**config.mk**
```make
export PLATFORM = sky130hd
export DESIGN_NAME = axil_reg_slave
export DESIGN_NICKNAME = d
export VERILOG_FILES = /design/src/rtl/axil_reg_slave_pkg.sv /design/src/rtl/axil_reg_slave.sv
export SDC_FILE = /design/constraint.sdc
export NUM_CORES = 1
export LEC_CHECK = 0
export CELL_PAD_IN_SITES_DETAIL_PLACEMENT = 2
export CELL_PAD_IN_SITES_GLOBAL_PLACEMENT = 2
export CORE_MARGIN = 2
export CORE_UTILIZATION = 33
export DETAILED_ROUTE_END_ITERATION = 8
export PLACE_DENSITY_LB_ADDON = 0.25
export SLEW_MARGIN = 20
export SYNTH_ARGS = -nofsm -noshare
export SYNTH_HDL_FRONTEND = slang
export SYNTH_SLANG_ARGS = --single-unit
```
**constraint.sdc**
```tcl
create_clock -name clk -period 2.85 [get_ports clk]
set_input_delay 0.285 -clock clk [delete_from_list [all_inputs] [get_ports clk]]
set_output_delay 0.285 -clock clk [all_outputs]
set_load 0.005 [all_outputs]
```
**src/rtl/axil_reg_slave_pkg.sv**
```systemverilog
// Shared response codes, data widths and the address decode helper
// for the AXI4-Lite register slave.
package axil_reg_slave_pkg;

   localparam logic [1:0] AXI_RESP_OKAY   = 2'b00;
   localparam logic [1:0] AXI_RESP_SLVERR = 2'b10;
   localparam int         REG_W           = 32;
   localparam int         STRB_W          = REG_W / 8;

   typedef struct packed {
      logic        inRange;
      logic [31:0] offset;
   } decode_t;

   // Subtracting the base first makes addresses below the window wrap high and land out of range.
   function automatic decode_t decodeAddr(input logic [31:0] addr,
                                          input logic [31:0] base,
                                          input int          nReg);
      decode_t d;
      d.offset  = addr - base;
      d.inRange = (d.offset < 32'(4 * nReg));
      return d;
   endfunction

endpackage

```
**src/rtl/axil_reg_slave.sv**
```systemverilog
// AXI4-Lite slave holding NREG 32-bit registers, with independent AW/W capture,
// byte strobes, OKAY/SLVERR responses and a one-cycle write-notify strobe.
module axil_reg_slave
   import axil_reg_slave_pkg::*;
#(
   parameter logic [31:0] BASE_ADDR = 32'h0000_0000,
   parameter int          NREG      = 16,
   localparam int         IDX_W     = $clog2(NREG)
) (
   input  logic                  clk,
   input  logic                  rst,
   input  logic [31:0]           s_axi_awaddr,
   input  logic [2:0]            s_axi_awprot,
   input  logic                  s_axi_awvalid,
   output logic                  s_axi_awready,
   input  logic [31:0]           s_axi_wdata,
   input  logic [STRB_W-1:0]     s_axi_wstrb,
   input  logic                  s_axi_wvalid,
   output logic                  s_axi_wready,
   output logic [1:0]            s_axi_bresp,
   output logic                  s_axi_bvalid,
   input  logic                  s_axi_bready,
   input  logic [31:0]           s_axi_araddr,
   input  logic [2:0]            s_axi_arprot,
   input  logic                  s_axi_arvalid,
   output logic                  s_axi_arready,
   output logic [31:0]           s_axi_rdata,
   output logic [1:0]            s_axi_rresp,
   output logic                  s_axi_rvalid,
   input  logic                  s_axi_rready,
   output logic [32*NREG-1:0]    reg_q_o,
   output logic                  wr_pulse_o,
   output logic [IDX_W-1:0]      wr_idx_o
);

   logic              r_awHeld;
   logic              r_wHeld;
   logic [31:0]       r_awAddr;
   logic [31:0]       r_wData;
   logic [STRB_W-1:0] r_wStrb;
   logic              r_bvalid;
   logic [1:0]        r_bresp;
   logic              r_wrPulse;
   logic [IDX_W-1:0]  r_wrIdx;
   logic              r_rvalid;
   logic [31:0]       r_rdata;
   logic [1:0]        r_rresp;
   logic [REG_W-1:0]  r_regs [NREG];

   logic              w_awReady;
   logic              w_wReady;
   logic              w_arReady;
   logic              w_awHs;
   logic              w_wHs;
   logic              w_arHs;
   logic              w_commit;
   logic [31:0]       w_wrAddr;
   logic [31:0]       w_wrData;
   logic [STRB_W-1:0] w_wrStrb;
   decode_t           w_wrDec;
   decode_t           w_rdDec;
   logic [IDX_W-1:0]  w_wrIdx;
   logic [IDX_W-1:0]  w_rdIdx;
   logic              w_unusedBits;

   assign w_awReady = !r_awHeld && !r_bvalid;
   assign w_wReady  = !r_wHeld && !r_bvalid;
   assign w_arReady = !r_rvalid;
   assign w_awHs    = s_axi_awvalid && w_awReady;
   assign w_wHs     = s_axi_wvalid && w_wReady;
   assign w_arHs    = s_axi_arvalid && w_arReady;

   // A channel counts as available when already held or handshaking on this very edge.
   assign w_commit  = (r_awHeld || w_awHs) && (r_wHeld || w_wHs) && !r_bvalid;
   assign w_wrAddr  = r_awHeld ? r_awAddr : s_axi_awaddr;
   assign w_wrData  = r_wHeld ? r_wData : s_axi_wdata;
   assign w_wrStrb  = r_wHeld ? r_wStrb : s_axi_wstrb;

   assign w_wrDec   = decodeAddr(w_wrAddr, BASE_ADDR, NREG);
   assign w_rdDec   = decodeAddr(s_axi_araddr, BASE_ADDR, NREG);
   assign w_wrIdx   = w_wrDec.offset[IDX_W+1:2];
   assign w_rdIdx   = w_rdDec.offset[IDX_W+1:2];

   assign w_unusedBits = ^{s_axi_awprot, s_axi_arprot, w_wrDec.offset, w_rdDec.offset};

   always_ff @(posedge clk) begin
      if (rst) begin
         r_awHeld  <= 1'b0;
         r_wHeld   <= 1'b0;
         r_awAddr  <= '0;
         r_wData   <= '0;
         r_wStrb   <= '0;
         r_bvalid  <= 1'b0;
         r_bresp   <= AXI_RESP_OKAY;
         r_wrPulse <= 1'b0;
         r_wrIdx   <= '0;
      end else begin
         r_wrPulse <= w_commit && w_wrDec.inRange;
         if (w_commit) begin
            r_awHeld <= 1'b0;
            r_wHeld  <= 1'b0;
            r_bvalid <= 1'b1;
            r_bresp  <= w_wrDec.inRange ? AXI_RESP_OKAY : AXI_RESP_SLVERR;
            if (w_wrDec.inRange) begin
               r_wrIdx <= w_wrIdx;
            end
         end else begin
            if (w_awHs) begin
               r_awHeld <= 1'b1;
               r_awAddr <= s_axi_awaddr;
            end
            if (w_wHs) begin
               r_wHeld <= 1'b1;
               r_wData <= s_axi_wdata;
               r_wStrb <= s_axi_wstrb;
            end
            if (r_bvalid && s_axi_bready) begin
               r_bvalid <= 1'b0;
            end
         end
      end
   end

   always_ff @(posedge clk) begin
      if (rst) begin
         for (int i = 0; i < NREG; i++) begin
            r_regs[i] <= '0;
         end
      end else if (w_commit && w_wrDec.inRange) begin
         for (int j = 0; j < STRB_W; j++) begin
            if (w_wrStrb[j]) begin
               r_regs[w_wrIdx][8*j +: 8] <= w_wrData[8*j +: 8];
            end
         end
      end
   end

   // Reads sample the array before any same-edge write lands, so they return the old value.
   always_ff @(posedge clk) begin
      if (rst) begin
         r_rvalid <= 1'b0;
         r_rdata  <= '0;
         r_rresp  <= AXI_RESP_OKAY;
      end else if (w_arHs) begin
         r_rvalid <= 1'b1;
         if (w_rdDec.inRange) begin
            r_rdata <= r_regs[w_rdIdx];
            r_rresp <= AXI_RESP_OKAY;
         end else begin
            r_rdata <= '0;
            r_rresp <= AXI_RESP_SLVERR;
         end
      end else if (r_rvalid && s_axi_rready) begin
         r_rvalid <= 1'b0;
      end
   end

   for (genvar g = 0; g < NREG; g++) begin : gRegOut
      assign reg_q_o[32*g +: 32] = r_regs[g];
   end

   assign s_axi_awready = w_awReady;
   assign s_axi_wready  = w_wReady;
   assign s_axi_arready = w_arReady;
   assign s_axi_bvalid  = r_bvalid;
   assign s_axi_bresp   = r_bresp;
   assign s_axi_rvalid  = r_rvalid;
   assign s_axi_rdata   = r_rdata;
   assign s_axi_rresp   = r_rresp;
   assign wr_pulse_o    = r_wrPulse;
   assign wr_idx_o      = r_wrIdx;

endmodule

```
==> results of run 1 <==
-- worst min path at each step --
stage,endpoint,cells after the start
after floorplan,s_axi_rvalid,1
after global placement,r_awAddr[30],2
after detailed placement,r_wData[15],2
after CTS,r_wData[26],2
after global routing,r_wData[9],2
final,r_awAddr[2],2
-- per-layer routing --
metal  GRT usage [%]  wire, um  up-vias  part of all wire [%]
met2            51.8     64400      906                    51
li1                -         -     9044                     -
met3            5.09      7220      276                   5.8
met4            11.8      5510       16                   4.4
met5               0       112        -                 0.089
met1            34.5     48300    11300                    38
-- registers in the layout (all words and copies together) (netlist names) --
| register | flops |
|---|---|
| r_awAddr | 30 |
| r_awHeld | 1 |
| r_regs | 512 |
| r_wData | 32 |
| r_wHeld | 1 |
| r_wStrb | 4 |
| s_axi_bresp | 1 |
| s_axi_bvalid | 1 |
| s_axi_rdata | 32 |
| s_axi_rresp | 1 |
| s_axi_rvalid | 1 |
| wr_idx_o | 4 |
| wr_pulse_o | 1 |
-- kinds of logic (layout without fill, tap and decap cells) --
kind of cell           count (synthesis)  in the layout  share of synthesized area [%]
AO/OA/AOI/OAI                        186            186                           5.03
buffers and inverters                189           1004                           3.16
flip-flops                           621            621                           64.4
multiplexers                         234            234                           14.6
other                                  1              3                         0.0138
AND/OR/NAND/NOR                      850            850                           12.8
-- worst max-delay path: stages (launching register included) --
cell and delay [ns]:
dfxtp_1 0.60, buf_4 0.27, nand2_1 0.13, o22ai_2 0.37
nand2_2 0.36, o21bai_1 0.38, buf_4 0.27
-- through the flow --
step,cell area [sq um],setup slack (ns)
after floorplan,27300,0.475
after global placement,36300,-0.00750
after detailed placement,36300,-0.133
after CTS,38500,-0.0936
after global routing,38500,0.0249
final,38500,0.147
-- power groups by stage --
stage	clock, uW	combinational (uW)	sequential [uW]
finish	9090	2390	10400
global route	9510	2520	10400
CTS	9230	2400	10400
floorplan	0	988	10400
global placement	0	2290	10600
detailed placement	0	2380	10600
-- final cells by class --
cell class / count / area, sq um
fillers: 8001 / 43400
flip-flops and latches: 621 / 17600
multi-input cells: 1272 / 8930
repair buffers: 869 / 8450
clock buffers: 97 / 1940
well taps: 1070 / 1340
clock inverters: 30 / 297
inverters: 8 / 30.0
diodes: 1 / 2.50
-- cells in the final DEF (no fill, tap or decap), types with 36 or more instances in the layout --
master           count
clkdlybuf4s50_1    654
nor2_1             521
edfxtp_1           512
nand2_1            198
buf_4              190
mux4_2             128
dfxtp_1            108
a21oi_1             73
clkbuf_16           72
mux2i_1             70
o21bai_1            64
nor3_1              39
mux2_2              36
-- timing repair --
action                                  in CTS  in global routing
endpoints found under the setup margin      47                215
resized for setup                            2                  4
setup buffers                                0                  0
==> out/results.tsv, run 1 <==
stage	metric	value	unit
clock_tree	root buf cell	clkbuf_16	
timing	Final Hold Fails	0	
clock_tree	number of buffers created by CTS	71	
routing	via count	21600	
clock_tree	H-tree depth	3	
worst_setup_path	worst-path fanout max	12	
worst_setup_path	end of the worst register-to-register path	r_regs[5][16]	
placement	placed cell count	3840	
synth	EDFF count, synth	512	
placement	gpl congestion	0.888	
synth	Synth Warn #	0	
final_layout	Core Util, Final	47.0	%
run_status	outcome	finished clean	
floorplanning	Die X	291	um
timing	Tcrit/Tclk final	94.9	%
clock_tree	CTS tree	built	
final_layout	Final nets	2956	
worst_hold_path	min-delay src	rst	
worst_hold_path	hold crit path type	in2reg	
power_and_ir_drop	combinational share of power	10.9	%
worst_setup_path	Setup crit end	r_regs[5][16]	
timing	final setup fails	0	
synth	Synth Flop Type	edfxtp_1	
clock_tree	CTS max path bufs	3	
timing	Fmax	0.370	GHz
worst_setup_path	flop2flop setup slack	0.15	ns
worst_setup_path	Crit Path Class	reg2reg	
final_layout	layout cells sized above 1	18.7	%
run	Max Cap Viol	0	
synth	cell count after synthesis	2081	
worst_setup_path	CP startpoint	r_awHeld	
worst_setup_path	Worst EP required	3.17	ns
timing	Tightest Pin Transition	0.784	ns
synth	synth cell count leaders	nor2_1, edfxtp_1, nand2_1, mux4_2, dfxtp_1	
floorplanning	initial cell density of the core	33.3	%
grt	initial antenna violation count	9	
floorplanning	core area	82000	sq um
grt	overall global routing resource usage	29.0	%
synth	top-count cell post-synth	nor2_1	
grt	first-pass GRT wire length	177000	um
final_layout	Layout area overhead	41.4	%
power_and_ir_drop	Max VDD drop	446	uV
synth	sequential fraction of the synthesis area	64.4	%
routing	Final ANT Viol Nets	0	
worst_setup_path	Worst EP arrival	3.02	ns
timing	Hold Slack	0.0910	ns
synth	Async SR Flop Fraction	0	%
worst_setup_path	R2R cell count	6	
power_and_ir_drop	Sw Pwr	5450	uW
timing	Max Clock Skew	0.0210	ns
timing	Period minus WS final	2.70	ns
synth	Synth Area per Inst	13.1	sq um
floorplanning	I/O pin cnt	671	
clock_tree	Clk Latency, worst-skew pair	0.63	ns
routing	final WL	125000	um
grt	largest net degree at the start of global routing	56	
power_and_ir_drop	sw frac	24.9	%
synth	Synth cell types	41	
final_layout	fin cells	3968	
grt	vias in the first global route	23700	
routing	DR vias/cell	5.44	
placement	PortBufs	658	
timing	slew margin rel.	47.7	%
routing	1st-iter DRT viols	1495	
synth	Synth area leaders	edfxtp_1, mux4_2, dfxtp_1	
power_and_ir_drop	register share of total power	47.6	%
clock_tree	Clock transition at path regs	0.06	ns
worst_setup_path	FF-to-FF Start	r_awHeld	
clock_tree	Hold Buf Count CTS	0	
routing	DR DRC count	0	
power_and_ir_drop	Final Power	21900	uW
routing	DR WL/cell	31.6	um
power_and_ir_drop	Leakage	0.0131	uW
floorplanning	die area	84900	sq um
power_and_ir_drop	P_int	16400	uW
synth	leading area contributor after synthesis	edfxtp_1	
clock_tree	CTS Sinks	621	
worst_setup_path	Worst setup SP type	register	
power_and_ir_drop	PwrDens	568	nW/um^2
routing	drt first pass iters	6	
synth	Mapped Area	27300	sq um
timing	RSZ-0062 raised after global routing	no	
floorplanning	FP Rows	105	
floorplanning	die height	291	um
placement	DPL Wire Length	94000	um
worst_setup_path	crit path capture type	register	
power_and_ir_drop	Clock power frac	41.5	%
synth	post-synth top area share	56.4	%
timing	fin. max-slew vios	0	
synth	FF+latch count, synth	621	
grt	GRT Residual Overflow	0	
timing	Setup Total Neg Slack	0	ns
Power figures use the tool's default switching activity.
==> run 2, diff against run 1 <==
MAX_ROUTING_LAYER = met4   (was unset)
==> run 2 against run 1 <==
Against the previous run:
- highest routed layer is now met4
- critical path type unchanged
- hold slack gained 0.00093 ns
- register-to-register slack improved by 0.03 ns
- critical path depth stayed put
- cell area hardly changed
- flip-flop and latch count unchanged
- via count barely moved
- sequential share of layout area about the same
- die area unchanged
- cell count grew 0.18%
- clock skew up 0.0046 ns
- global-route usage increased by 0.88 points
- total power barely moved
- largest cell class unchanged
==> out/results.tsv, run 2 (same netlist as run 1, synthesis figures left out) <==
stage	metric	value	unit	change
run_status	outcome	finished clean		unchanged
final_layout	Final nets	2956		unchanged
floorplanning	FP Rows	105		unchanged
worst_setup_path	CP Cell Sequence	buf_4, nand2_1, o22ai_2, nand2_2, o21bai_1, buf_4		unchanged
timing	Tightest Pin Transition	0.791	ns	was 0.784 ns
timing	final worst setup slack	0.172	ns	was 0.147 ns
routing	final WL	125000	um	about the same
final_layout	Core Util, Final	47.0	%	about the same
worst_setup_path	Crit path buffers/inverters	2		unchanged
final_layout	filler instances	7997		was 8,001
routing	Final ANT Viol Nets	0		unchanged
placement	Setup Slack @ Placement	-0.133	ns	unchanged
placement	DPL Wire Length	94000	um	unchanged
placement	gpl congestion	0.903		was 0.888
placement	DP Area	36300	sq um	unchanged
power_and_ir_drop	Max VDD drop	443	uV	was 446 uV
clock_tree	CTS Sinks	621		unchanged
placement	PortBufs	658		unchanged
final_layout	most common cell after layout, fill and taps aside	clkdlybuf4s50_1		unchanged
timing	slew margin rel.	47.3	%	was 47.7%
routing	1st-iter DRT viols	1454		was 1,495
timing	fin. max-slew vios	0		unchanged
power_and_ir_drop	Leakage	0.0131	uW	about the same
routing	via count	21600		about the same
final_layout	Layout area overhead	41.4	%	about the same
timing	Setup Total Neg Slack	0	ns	unchanged
floorplanning	Die X	291	um	unchanged
final_layout	commonest non-fill, non-tap cells in the layout	clkdlybuf4s50_1, nor2_1, edfxtp_1		unchanged
worst_hold_path	hold crit path type	in2reg		unchanged
worst_setup_path	Worst EP arrival	2.99	ns	was 3.02 ns
clock_tree	Clk Latency, worst-skew pair	0.63	ns	about the same
floorplanning	initial cell density of the core	33.3	%	unchanged
worst_hold_path	min-delay src	rst		unchanged
final_layout	layout cells sized above 1	18.7	%	unchanged
floorplanning	die area	84900	sq um	unchanged
floorplanning	I/O pin cnt	671		unchanged
routing	drt first pass iters	7		was 6
grt	initial antenna violation count	8		was 9
timing	RSZ-0062 raised after global routing	no		unchanged
worst_setup_path	Crit Path Class	reg2reg		unchanged
timing	final setup fails	0		unchanged
grt	first-pass GRT wire length	177000	um	about the same
worst_setup_path	Worst EP required	3.16	ns	was 3.17 ns
grt	GRT Residual Overflow	0		unchanged
worst_setup_path	slowest CP cell	dfxtp_1		unchanged
clock_tree	CTS tree	built		unchanged
clock_tree	CTS max path bufs	3		unchanged
final_layout	max reg flops	512		unchanged
clock_tree	number of buffers created by CTS	71		unchanged
worst_setup_path	worst-path fanout max	12		unchanged
final_layout	fin area	38600	sq um	was 38,500 sq um
floorplanning	die height	291	um	unchanged
grt	largest net degree at the start of global routing	56		unchanged
timing	Final Hold Fails	0		unchanged
worst_setup_path	FF-to-FF Start	r_awHeld		unchanged
clock_tree	H-tree depth	3		unchanged
worst_setup_path	crit-path leading delay family	compound AO/OA/AOI/OAI gates		unchanged
worst_setup_path	CP startpoint	r_awHeld		unchanged
grt	overall global routing resource usage	29.9	%	was 29.0%
worst_setup_path	Worst setup SP type	register		unchanged
final_layout	storage element area	17600	sq um	unchanged
routing	DR vias/cell	5.43		was 5.44
timing	Fmax	0.373	GHz	was 0.370 GHz
clock_tree	Clock transition at path regs	0.06	ns	about the same
timing	Max Clock Skew	0.0256	ns	was 0.0210 ns
power_and_ir_drop	Final Power	21900	uW	about the same
floorplanning	core area	82000	sq um	unchanged
worst_setup_path	largest stage delay on the critical path	0.61	ns	was 0.60 ns
grt	vias in the first global route	23700		about the same
routing	DR WL/cell	31.6	um	about the same
clock_tree	Setup Buffers After CTS	0		unchanged
routing	DR DRC count	0		unchanged
worst_setup_path	crit path capture type	register		unchanged
final_layout	area occupied by multi-input gates	8930	sq um	unchanged
run	Max Cap Viol	0		unchanged
power_and_ir_drop	PwrDens	568	nW/um^2	about the same
worst_setup_path	most used cell, CP	buf_4		unchanged
timing	Period minus WS final	2.68	ns	was 2.70 ns
clock_tree	root buf cell	clkbuf_16		unchanged
timing	Tcrit/Tclk final	94.0	%	was 94.9%
final_layout	Reg with most FFs	r_regs		unchanged
==> run 2: cell types whose count changed in the layout (fill, tap and decap cells not counted), sizes merged <==
cell / before / now
diode: 1 / 8
==> run 2: layout make-up <==
cell class | instances | share of cell area [%]
sequential | 621 | 45.5
multi-input combinational | 1272 | 23.2
timing repair buffer | 869 | 21.9
clock buffer | 97 | 5.02
tap | 1070 | 3.47
clock inverter | 30 | 0.769
inverter | 8 | 0.0779
antenna | 8 | 0.0519
==> run 2: through the flow <==
| step | cells | hold WS [ns] |
|---|---|---|
| finish | 3975 | 0.0920 |
| CTS | 3967 | 0.0636 |
| global placement | 3840 | 0.440 |
| detailed placement | 3840 | 0.451 |
| global route | 3975 | 0.103 |
| floorplan | 2082 | 0.385 |
==> run 2: final timing paths <==
check	endpoint	slack [ns]	cells past startpoint
min reg2reg	r_wData[16]	0.46	2
max reg2reg	r_regs[5][16]	0.17	6
min	r_awAddr[3]	0.09	2
max	r_regs[5][16]	0.17	6
==> run 2: worst reg2reg max path: cells and delay by family (launching register included) <==
kind	cells	cell delay (ns)
and+or+nand+nor	2	0.49
DFF	1	0.61
AOI/OAI and AO/OA	2	0.74
buffers and inverters	2	0.55
==> run 2: layer usage <==
metal / part of all wire (%) / global-route usage (%)
met4: 4.2 / 11.9
met5: 0 / -
met2: 52 / 51.9
met3: 5.9 / 4.86
met1: 38 / 34.5
==> run 2: timing repair <==
action	in CTS	in global routing
gates cloned	0	0
setup endpoints to repair	47	214
hold endpoints to repair	0	0
hold buffers	0	0
gates resized for setup	2	4
==> run 2: power breakdown <==
| group | leakage, uW | internal [uW] | switching (uW) |
|---|---|---|---|
| Clock | 0.00108 | 5150 | 3930 |
| Sequential | 0.00617 | 10100 | 305 |
| Combinational | 0.00590 | 1180 | 1200 |
| Total | 0.0131 | 16400 | 5440 |
